$ cat config.mk
export PLATFORM = sky130hd
export DESIGN_NAME = atm_session_arbiter
export DESIGN_NICKNAME = d
export VERILOG_FILES = /design/src/rtl/atm_session_arbiter.sv
export SDC_FILE = /design/constraint.sdc
export NUM_CORES = 1
export LEC_CHECK = 0
export ABC_AREA = 1
export CORE_MARGIN = 1.5
export CORE_UTILIZATION = 42
export CTS_CLUSTER_SIZE = 28
export DETAILED_ROUTE_END_ITERATION = 16
export GPL_TIMING_DRIVEN = 0
export MAX_ROUTING_LAYER = met4
export PLACE_DENSITY = 0.82
export SLEW_MARGIN = 0
export SYNTH_ARGS = -nofsm -noshare
export SYNTH_HDL_FRONTEND = slang
export SYNTH_SLANG_ARGS = --single-unit
$ cat constraint.sdc
create_clock -name clk -period 5.3 [get_ports clk]
set_input_delay 1.325 -clock clk [delete_from_list [all_inputs] [get_ports clk]]
set_output_delay 1.325 -clock clk [all_outputs]
set_load 0.02 [all_outputs]
$ cat src/rtl/atm_session_arbiter.sv
// Round-robin arbiter sharing one ATM core among N_TERM card-reader terminals.
// Sequences core reset around each session and locks terminals after repeated failures.
module atm_session_arbiter #(
    parameter int N_TERM    = 4,
    parameter int TIMEOUT   = 64,
    parameter int MAX_TRIES = 3
) (
    input  logic                   clk,
    input  logic                   rst,
    input  logic [N_TERM-1:0]      req,
    input  logic [3*N_TERM-1:0]    op_in,
    input  logic [4*N_TERM-1:0]    acc_in,
    input  logic [16*N_TERM-1:0]   pin_in,
    input  logic [16*N_TERM-1:0]   newpin_in,
    input  logic [16*N_TERM-1:0]   amount_in,
    input  logic [N_TERM-1:0]      lang_in,
    output logic [N_TERM-1:0]      grant,
    output logic [N_TERM-1:0]      done,
    output logic                   result_ok,
    output logic [15:0]            result_balance,
    output logic [N_TERM-1:0]      locked,
    output logic                   core_rst,
    output logic [2:0]             core_operation,
    output logic [3:0]             core_acc_num,
    output logic [15:0]            core_pin,
    output logic [15:0]            core_newpin,
    output logic [15:0]            core_amount,
    output logic                   core_language,
    input  logic [15:0]            core_balance,
    input  logic                   core_success
);

    localparam int IDX_W = (N_TERM > 1) ? $clog2(N_TERM) : 1;
    localparam int TMR_W = $clog2(TIMEOUT + 1);
    localparam int CNT_W = $clog2(MAX_TRIES + 1);

    localparam logic [2:0] S_IDLE    = 3'd0;
    localparam logic [2:0] S_LOAD    = 3'd1;
    localparam logic [2:0] S_RUN     = 3'd2;
    localparam logic [2:0] S_REPORT  = 3'd3;
    localparam logic [2:0] S_RELEASE = 3'd4;

    logic [2:0]       state;
    logic [IDX_W-1:0] rr_ptr;
    logic [IDX_W-1:0] gidx;
    logic [TMR_W-1:0] timer;
    logic [CNT_W-1:0] fail_cnt [N_TERM];

    logic [N_TERM-1:0] eligible;
    logic              found;
    logic [IDX_W-1:0]  pick;
    logic              req_g;

    logic [2:0]  sel_op;
    logic [3:0]  sel_acc;
    logic [15:0] sel_pin;
    logic [15:0] sel_newpin;
    logic [15:0] sel_amount;
    logic        sel_lang;

    function automatic logic [N_TERM-1:0] onehot(input logic [IDX_W-1:0] idx);
        logic [N_TERM-1:0] v;
        v      = '0;
        v[idx] = 1'b1;
        return v;
    endfunction

    assign eligible = req & ~locked;
    assign req_g    = req[gidx];

    // Search starts one past the last served terminal and wraps around.
    always_comb begin
        found = 1'b0;
        pick  = '0;
        for (int k = 1; k <= N_TERM; k++) begin
            for (int i = 0; i < N_TERM; i++) begin
                if (!found && eligible[i] && (((int'(rr_ptr) + k) % N_TERM) == i)) begin
                    found = 1'b1;
                    pick  = IDX_W'(i);
                end
            end
        end
    end

    always_comb begin
        sel_op     = '0;
        sel_acc    = '0;
        sel_pin    = '0;
        sel_newpin = '0;
        sel_amount = '0;
        sel_lang   = 1'b0;
        for (int i = 0; i < N_TERM; i++) begin
            if (pick == IDX_W'(i)) begin
                sel_op     = op_in[3*i +: 3];
                sel_acc    = acc_in[4*i +: 4];
                sel_pin    = pin_in[16*i +: 16];
                sel_newpin = newpin_in[16*i +: 16];
                sel_amount = amount_in[16*i +: 16];
                sel_lang   = lang_in[i];
            end
        end
    end

    always_ff @(posedge clk or posedge rst) begin
        if (rst) begin
            state          <= S_IDLE;
            rr_ptr         <= IDX_W'(N_TERM - 1);
            gidx           <= '0;
            timer          <= '0;
            grant          <= '0;
            done           <= '0;
            result_ok      <= 1'b0;
            result_balance <= '0;
            locked         <= '0;
            core_rst       <= 1'b1;
            core_operation <= '0;
            core_acc_num   <= '0;
            core_pin       <= '0;
            core_newpin    <= '0;
            core_amount    <= '0;
            core_language  <= 1'b0;
            for (int i = 0; i < N_TERM; i++) begin
                fail_cnt[i] <= '0;
            end
        end else begin
            done <= '0;
            case (state)
                S_IDLE: begin
                    core_rst <= 1'b1;
                    if (found) begin
                        gidx           <= pick;
                        grant          <= onehot(pick);
                        core_operation <= sel_op;
                        core_acc_num   <= sel_acc;
                        core_pin       <= sel_pin;
                        core_newpin    <= sel_newpin;
                        core_amount    <= sel_amount;
                        core_language  <= sel_lang;
                        state          <= S_LOAD;
                    end
                end

                S_LOAD: begin
                    timer    <= '0;
                    core_rst <= 1'b0;
                    state    <= S_RUN;
                end

                // A dropped request outranks a result arriving in the same cycle.
                S_RUN: begin
                    if (!req_g) begin
                        grant    <= '0;
                        core_rst <= 1'b1;
                        state    <= S_RELEASE;
                    end else if (core_success) begin
                        result_ok      <= 1'b1;
                        result_balance <= core_balance;
                        done           <= onehot(gidx);
                        core_rst       <= 1'b1;
                        state          <= S_REPORT;
                    end else if (timer == TMR_W'(TIMEOUT - 1)) begin
                        result_ok      <= 1'b0;
                        result_balance <= core_balance;
                        done           <= onehot(gidx);
                        core_rst       <= 1'b1;
                        state          <= S_REPORT;
                    end else begin
                        timer <= timer + 1'b1;
                    end
                end

                S_REPORT: begin
                    grant  <= '0;
                    rr_ptr <= gidx;
                    if (result_ok) begin
                        fail_cnt[gidx] <= '0;
                    end else if (fail_cnt[gidx] < CNT_W'(MAX_TRIES)) begin
                        fail_cnt[gidx] <= fail_cnt[gidx] + 1'b1;
                        if (fail_cnt[gidx] == CNT_W'(MAX_TRIES - 1)) begin
                            locked[gidx] <= 1'b1;
                        end
                    end
                    state <= S_RELEASE;
                end

                S_RELEASE: begin
                    grant    <= '0;
                    core_rst <= 1'b1;
                    rr_ptr   <= gidx;
                    if (!req_g) begin
                        state <= S_IDLE;
                    end
                end

                default: begin
                    grant    <= '0;
                    core_rst <= 1'b1;
                    state    <= S_IDLE;
                end
            endcase
        end
    end

endmodule

Yosys cells after proc, flatten, opt, wreduce, memory -nomap -nowiden

Index checks and enable logic that the tools add are counted.

Muxes and demuxes: 94
Reductions and logical operators: 71
Bitwise operators: 13
Equal/unequal tests: 28
$add $sub $neg: 6
$lt $le $gt $ge: 7

Operators by type and width:

| operator              | number |
|---|---|
| $mux W16              | 14 |
| $logic_not A32 Y1     | 4 |
| $mux W4               | 10 |
| $logic_and A1 B1 Y1   | 34 |
| $mux W2               | 17 |
| $mux W1               | 29 |
| $eq A3 B3 Y1 const B  | 9 |
| $mux W3               | 9 |
| $mux W7               | 3 |
| $eq A3 B2 Y1 const B  | 6 |
| $mux W8               | 2 |
| $logic_not A1 Y1      | 15 |
| $pmux W3 S5           | 1 |
| $pmux W7 S2           | 1 |
| $ne A2 B2 Y1 const B  | 6 |
| $pmux W4 S3           | 1 |
| $reduce_or A2 Y1      | 5 |
| $reduce_and A3 Y1     | 3 |
| $and A8 B8 Y8         | 1 |
| $bwmux W8             | 1 |
| $not A8 Y8            | 1 |
| $reduce_and A4 Y1     | 2 |
| $add A7 B1 Y7 const B | 1 |
| $eq A7 B6 Y1 const B  | 1 |
| 26 further kinds      | 43 |

Word-level logic and storage cells: 239
Input bits: 247
Register bits: 108

Logic depth before layout (Yosys ltp)

Word-level depth: 72
Mapped depth: 20
Mapped depth without buffers: 18

Least setup slack after synthesis

OpenSTA, ideal clock, no wires.

Kind: input -> register
From: input port req[1]
To: register core_amount[0]
Data required time: 5184 ps
Setup time: 116 ps
Slack: 2018 ps
Arrival time: 3165 ps
Stages on the path: 20
Cell sequence: inv_1 -> nor2_4 -> nand2_1 -> nand2_1 -> nor2_2 -> nand3_2 -> nor2_4 -> nand3_1 -> nor2_2 -> nand2_1 -> nor2_4 -> nand3_4 -> nand2_2 -> buf_6 -> buf_2 -> nand3b_1 -> nand2_1 -> inv_1 -> nand2_1 -> nand2_1

Longest elaborated chain between the ends: 65
Elaborated cells between the ends (all ways): 84
Those cells by class: eq/ne: 3; mux: 34; bitwise: 1; reduce/logical: 46

Ends and longest elaborated chain:

| what                             | line | RTL |
|---|---|---|
| start: declaration               | 10   | `input logic [N_TERM-1:0] req,` |
| $and A4 B4 Y4 *                  | 68   | `assign eligible = req & ~locked;` |
| $logic_and A1 B1 Y1 (2 in a row) | 77   | `if (!found && eligible[i] && (((int'(rr_ptr) + k) % N_TERM) == i)) begin` |
| $mux W1                          | 77   |  |
| $logic_not A1 Y1                 | 77   |  |
| $logic_and A1 B1 Y1 (2 in a row) | 77   |  |
| $mux W1                          | 77   |  |
| $logic_not A1 Y1                 | 77   |  |
| $logic_and A1 B1 Y1 (2 in a row) | 77   |  |
| [41 not listed]                  | n/a  |  |
| $logic_not A1 Y1                 | 77   |  |
| $logic_and A1 B1 Y1 (2 in a row) | 77   |  |
| $mux W1                          | 77   |  |
| $logic_not A1 Y1                 | 77   |  |
| $logic_and A1 B1 Y1 (2 in a row) | 77   |  |
| $mux W2                          | 77   |  |
| $logic_not A2 Y1                 | 93   | `if (pick == IDX_W'(i)) begin` |
| $mux W16 (4 in a row)            | 93   |  |
| end signal: assignment           | 137  | `core_amount <= sel_amount;` |
| end: declaration                 | 27   | `output logic [15:0] core_amount,` |

Every way passes the cells marked *; elsewhere a longest branch is shown, timed or not.
A chain may end at the register's enable or synchronous reset.

Worst setup path in the final report

From: input port req[3]
To: register core_amount[1]

Longest elaborated chain between the ends: 57
Elaborated cells between the ends (all ways): 74
Those cells by class: eq/ne: 3; mux: 30; bitwise: 1; reduce/logical: 40

Ends and longest elaborated chain:

| what                             | line |
|---|---|
| $and A4 B4 Y4 *                  | 68 |
| $logic_and A1 B1 Y1 (2 in a row) | 77 |
| $mux W1                          | 77 |
| $logic_not A1 Y1                 | 77 |
| $logic_and A1 B1 Y1 (2 in a row) | 77 |
| $mux W1                          | 77 |
| $logic_not A1 Y1                 | 77 |
| $logic_and A1 B1 Y1 (2 in a row) | 77 |
| [33 not listed]                  | n/a |
| $logic_not A1 Y1                 | 77 |
| $logic_and A1 B1 Y1 (2 in a row) | 77 |
| $mux W1                          | 77 |
| $logic_not A1 Y1                 | 77 |
| $logic_and A1 B1 Y1 (2 in a row) | 77 |
| $mux W2                          | 77 |
| $logic_not A2 Y1                 | 93 |
| $mux W16 (4 in a row)            | 93 |

Marked as above.

==> reports/metrics.yaml <==
fin_skew_ns: 0.0123
synth_nets: 1281
cp_max_fo: 10
fin_crit_sh_pct: 77.6
final_core_utilization_pct: 66.7
port_buffers: 332
die_h_um: 133
vias: 8425
tritoncts: "done"
synth-compound-area-share_pct: 7.82
clk_path_buf_depth: 2
synth_seq_cells: 108
h-tree-depth: 3
drv_cap: 0
grt_pass1_vias: 8059
nNetsFinal: 1625
area_growth_pct: 55.3
synth_mux_area_share_pct: 2.53
design_area_um2: 11100
fin_crit_ns: 4.11
avgSynthCellArea_um2: 6.91
num_io_pins: 333
required_ns: 5.55
p_total_mw: 7.18
ant_nets: 0
worstPathArrival_ns: 4.36
grt-ovfl-total: 0
yosys.area_share.adder_pct: 0.527
status: "finished clean"
leakagePower_nw: 5.45
grt_pass1_wl_um: 42500
slew_headroom_pct: 54.7
multi_input_area_um2: 3570
rows: 47
drtPass1Iterations: 5
core_um2: 16600
yosys.area_share.simple_pct: 39.3
wl_um: 27800
startpoint_type: "primary input"
numCtsBuffers: 9
ir_drop_uv: 290
die_w_um: 133
pwr_density_cell_nw_per_um2: 649
synth-xor-area-share_pct: 0
fp.dieArea_um2: 17700
clk_latency_ns: 0.37
seq_area_frac_synth_pct: 38.0
hold_slack_ns: 0.475
syn_inst: 1031
hp-class: "flip-flop to flip-flop"
rsz0062_at_grt: "false"
cts.clk_slew.worst_paths_ns: 0.08
tightest_slew_ns: 0.679
route.detailed.drc: 0
hold_viol_final: 0
startpoint: "req[3]"
dpl.hpwl_um: 21600
drt_iter0_drc: 649
setup_violations: 0
fmax_ghz: 0.243
yosysWarnings: 0
cts-root-buf: "clkbuf_16"
netlist_area_um2: 7120
post_cts_buffers: 0
drive_gt1_share_pct: 6.59
synth_top_family_by_area: "simple AND/OR/NAND/NOR gates"
seq_area_um2: 2710
synth.distinct_cells: 38
grt_use_total_pct: 31.8
gp_congestion: 0.974
cp-end-kind: "flip-flop"
r2r_slack_ns: 2.12
cts_resized: 0
grt_max_degree: 71
routed_via_density: 5.26
path_class: "primary input to flip-flop"
report.final.slew_viol_count: 0
grt_antenna_before_repair: 2
hp-start: "core_rst$_DFFE_PP1P_"
hold_buffers: 0
r2r_start: "rr_ptr[1]$_DFFE_PP1P_"
start_util_pct: 42.9
wl_per_cell_um: 17.4
post_dp_cell_area_um2: 10800
numClockSinks: 108
fillers: 1485
-- per-layer routing --
layer	share of wire (%)	track usage, %
met5	0	-
met4	3.2	12.9
met3	7.6	5.21
met2	48	53.1
met1	41	38.5
-- area by class of cell --
| type | count | share of cell area [%] |
|---|---|---|
| multi-input cells | 723 | 32.3 |
| repair buffers | 333 | 30.3 |
| flip-flops and latches | 108 | 24.5 |
| inverters | 130 | 4.43 |
| plain buffers | 70 | 3.22 |
| well taps | 220 | 2.49 |
| clock buffers | 9 | 2.04 |
| clock inverters | 7 | 0.724 |
| diodes | 2 | 0.0452 |
-- per-stage QoR --
step,instances,TNS [ns],worst slack [ns]
2_1_floorplan,1031,0,1.13
3_3_place_gp,1583,-69.09,-0.665
3_5_place_dp,1584,0,0.868
4_1_cts,1600,0,1.25
5_1_grt,1602,0,0.884
6_report,1602,0,1.19
-- worst max-delay path, stage by stage --
cell and delay, ns:
clkdlybuf4s50_1 0.46, inv_1 0.05, nor2_2 0.32, nand2_1 0.13, nand2_1 0.14, nor2_2 0.05
nand3_2 0.08, nor2_1 0.05, nor3_1 0.18, nand3_1 0.17, nor2_4 0.27, nand2_4 0.13
nand2_1 0.15, clkbuf_1 0.42, nand2_1 0.14, o21ai_1 0.22, nand2_1 0.07
-- registers in the layout (all words and copies together) (netlist names) --
register and cells:
rr_ptr 2, state 3, grant 4, result_ok 1, core_pin 16, core_newpin 16
locked 4, core_rst 1, core_acc_num 4, core_operation 3, result_balance 16, done 4
fail_cnt 8, core_amount 16, timer 7, gidx 2, core_language 1
-- cells in the final DEF, fill, tap and decap left out, types with 4 or more instances in the layout --
cell type	instances
dfrtp_1	105
buf_2	24
mux2_2	16
nor2_2	4
buf_1	7
clkdlybuf4s50_1	332
nor2_1	33
a21oi_1	5
clkbuf_16	9
nand2_1	341
buf_4	13
nor2_4	4
nand3_1	94
inv_1	126
nand4_1	89
o21ai_0	44
nand3b_1	27
clkbuf_1	24
o21bai_1	6
o21ai_1	31
nor3_1	5
-- path summary, 6_finish.rpt --
path | to | cells after the start
max in group asynchronous | rr_ptr[1]$_DFFE_PP1P_ | 3
min in group asynchronous | core_amount[9]$_DFFE_PP0P_ | 2
worst min register to register | core_rst$_DFFE_PP1P_ | 2
worst max register to register | core_amount[1]$_DFFE_PP0P_ | 16
worst min-delay path | core_rst$_DFFE_PP1P_ | 2
worst max-delay path | core_amount[1]$_DFFE_PP0P_ | 17
-- synthesized netlist by cell type, drive strengths merged --
cell     number  area (um2)
o2111ai       2        17.5
clkbuf       24        90.1
ha            3        37.5
dfrtp       105        2630
dfstp         3        78.8
o21a          2        15.0
o31ai         3        22.5
nand2       343        1300
nand4        89         557
o21ai        75         375
nor2         41         194
o221ai        1        8.76
a311oi        1        8.76
mux2         16         180
o22ai         1        6.26
a221oi        1        8.76
o21bai        6        45.0
o211ai        1        7.51
nor3b         3        22.5
nand3b       27         203
a22oi         1        7.51
a21oi         5        25.0
nand3        96         498
buf          46         267
a2bb2oi       1        8.76
nor3          5        25.0
inv         130         488
-- cell families after synthesis --
| group | Yosys count |
|---|---|
| AO/OA/AOI/OAI | 100 |
| adder cells (fa/ha/maj) | 3 |
| buffers and inverters | 200 |
| flip-flops | 108 |
| multiplexers | 16 |
| AND/OR/NAND/NOR | 604 |
-- report_power, final --
part / total, mW / internal [mW] / switching, mW / leakage [nW]
logic: 5.06 / 1.86 / 3.20 / 3.95
clock network: 0.707 / 0.337 / 0.370 / 0.145
registers: 1.41 / 1.20 / 0.209 / 1.36
total: 7.18 / 3.40 / 3.78 / 5.45
Note: power is estimated with default switching activity, not from simulation.
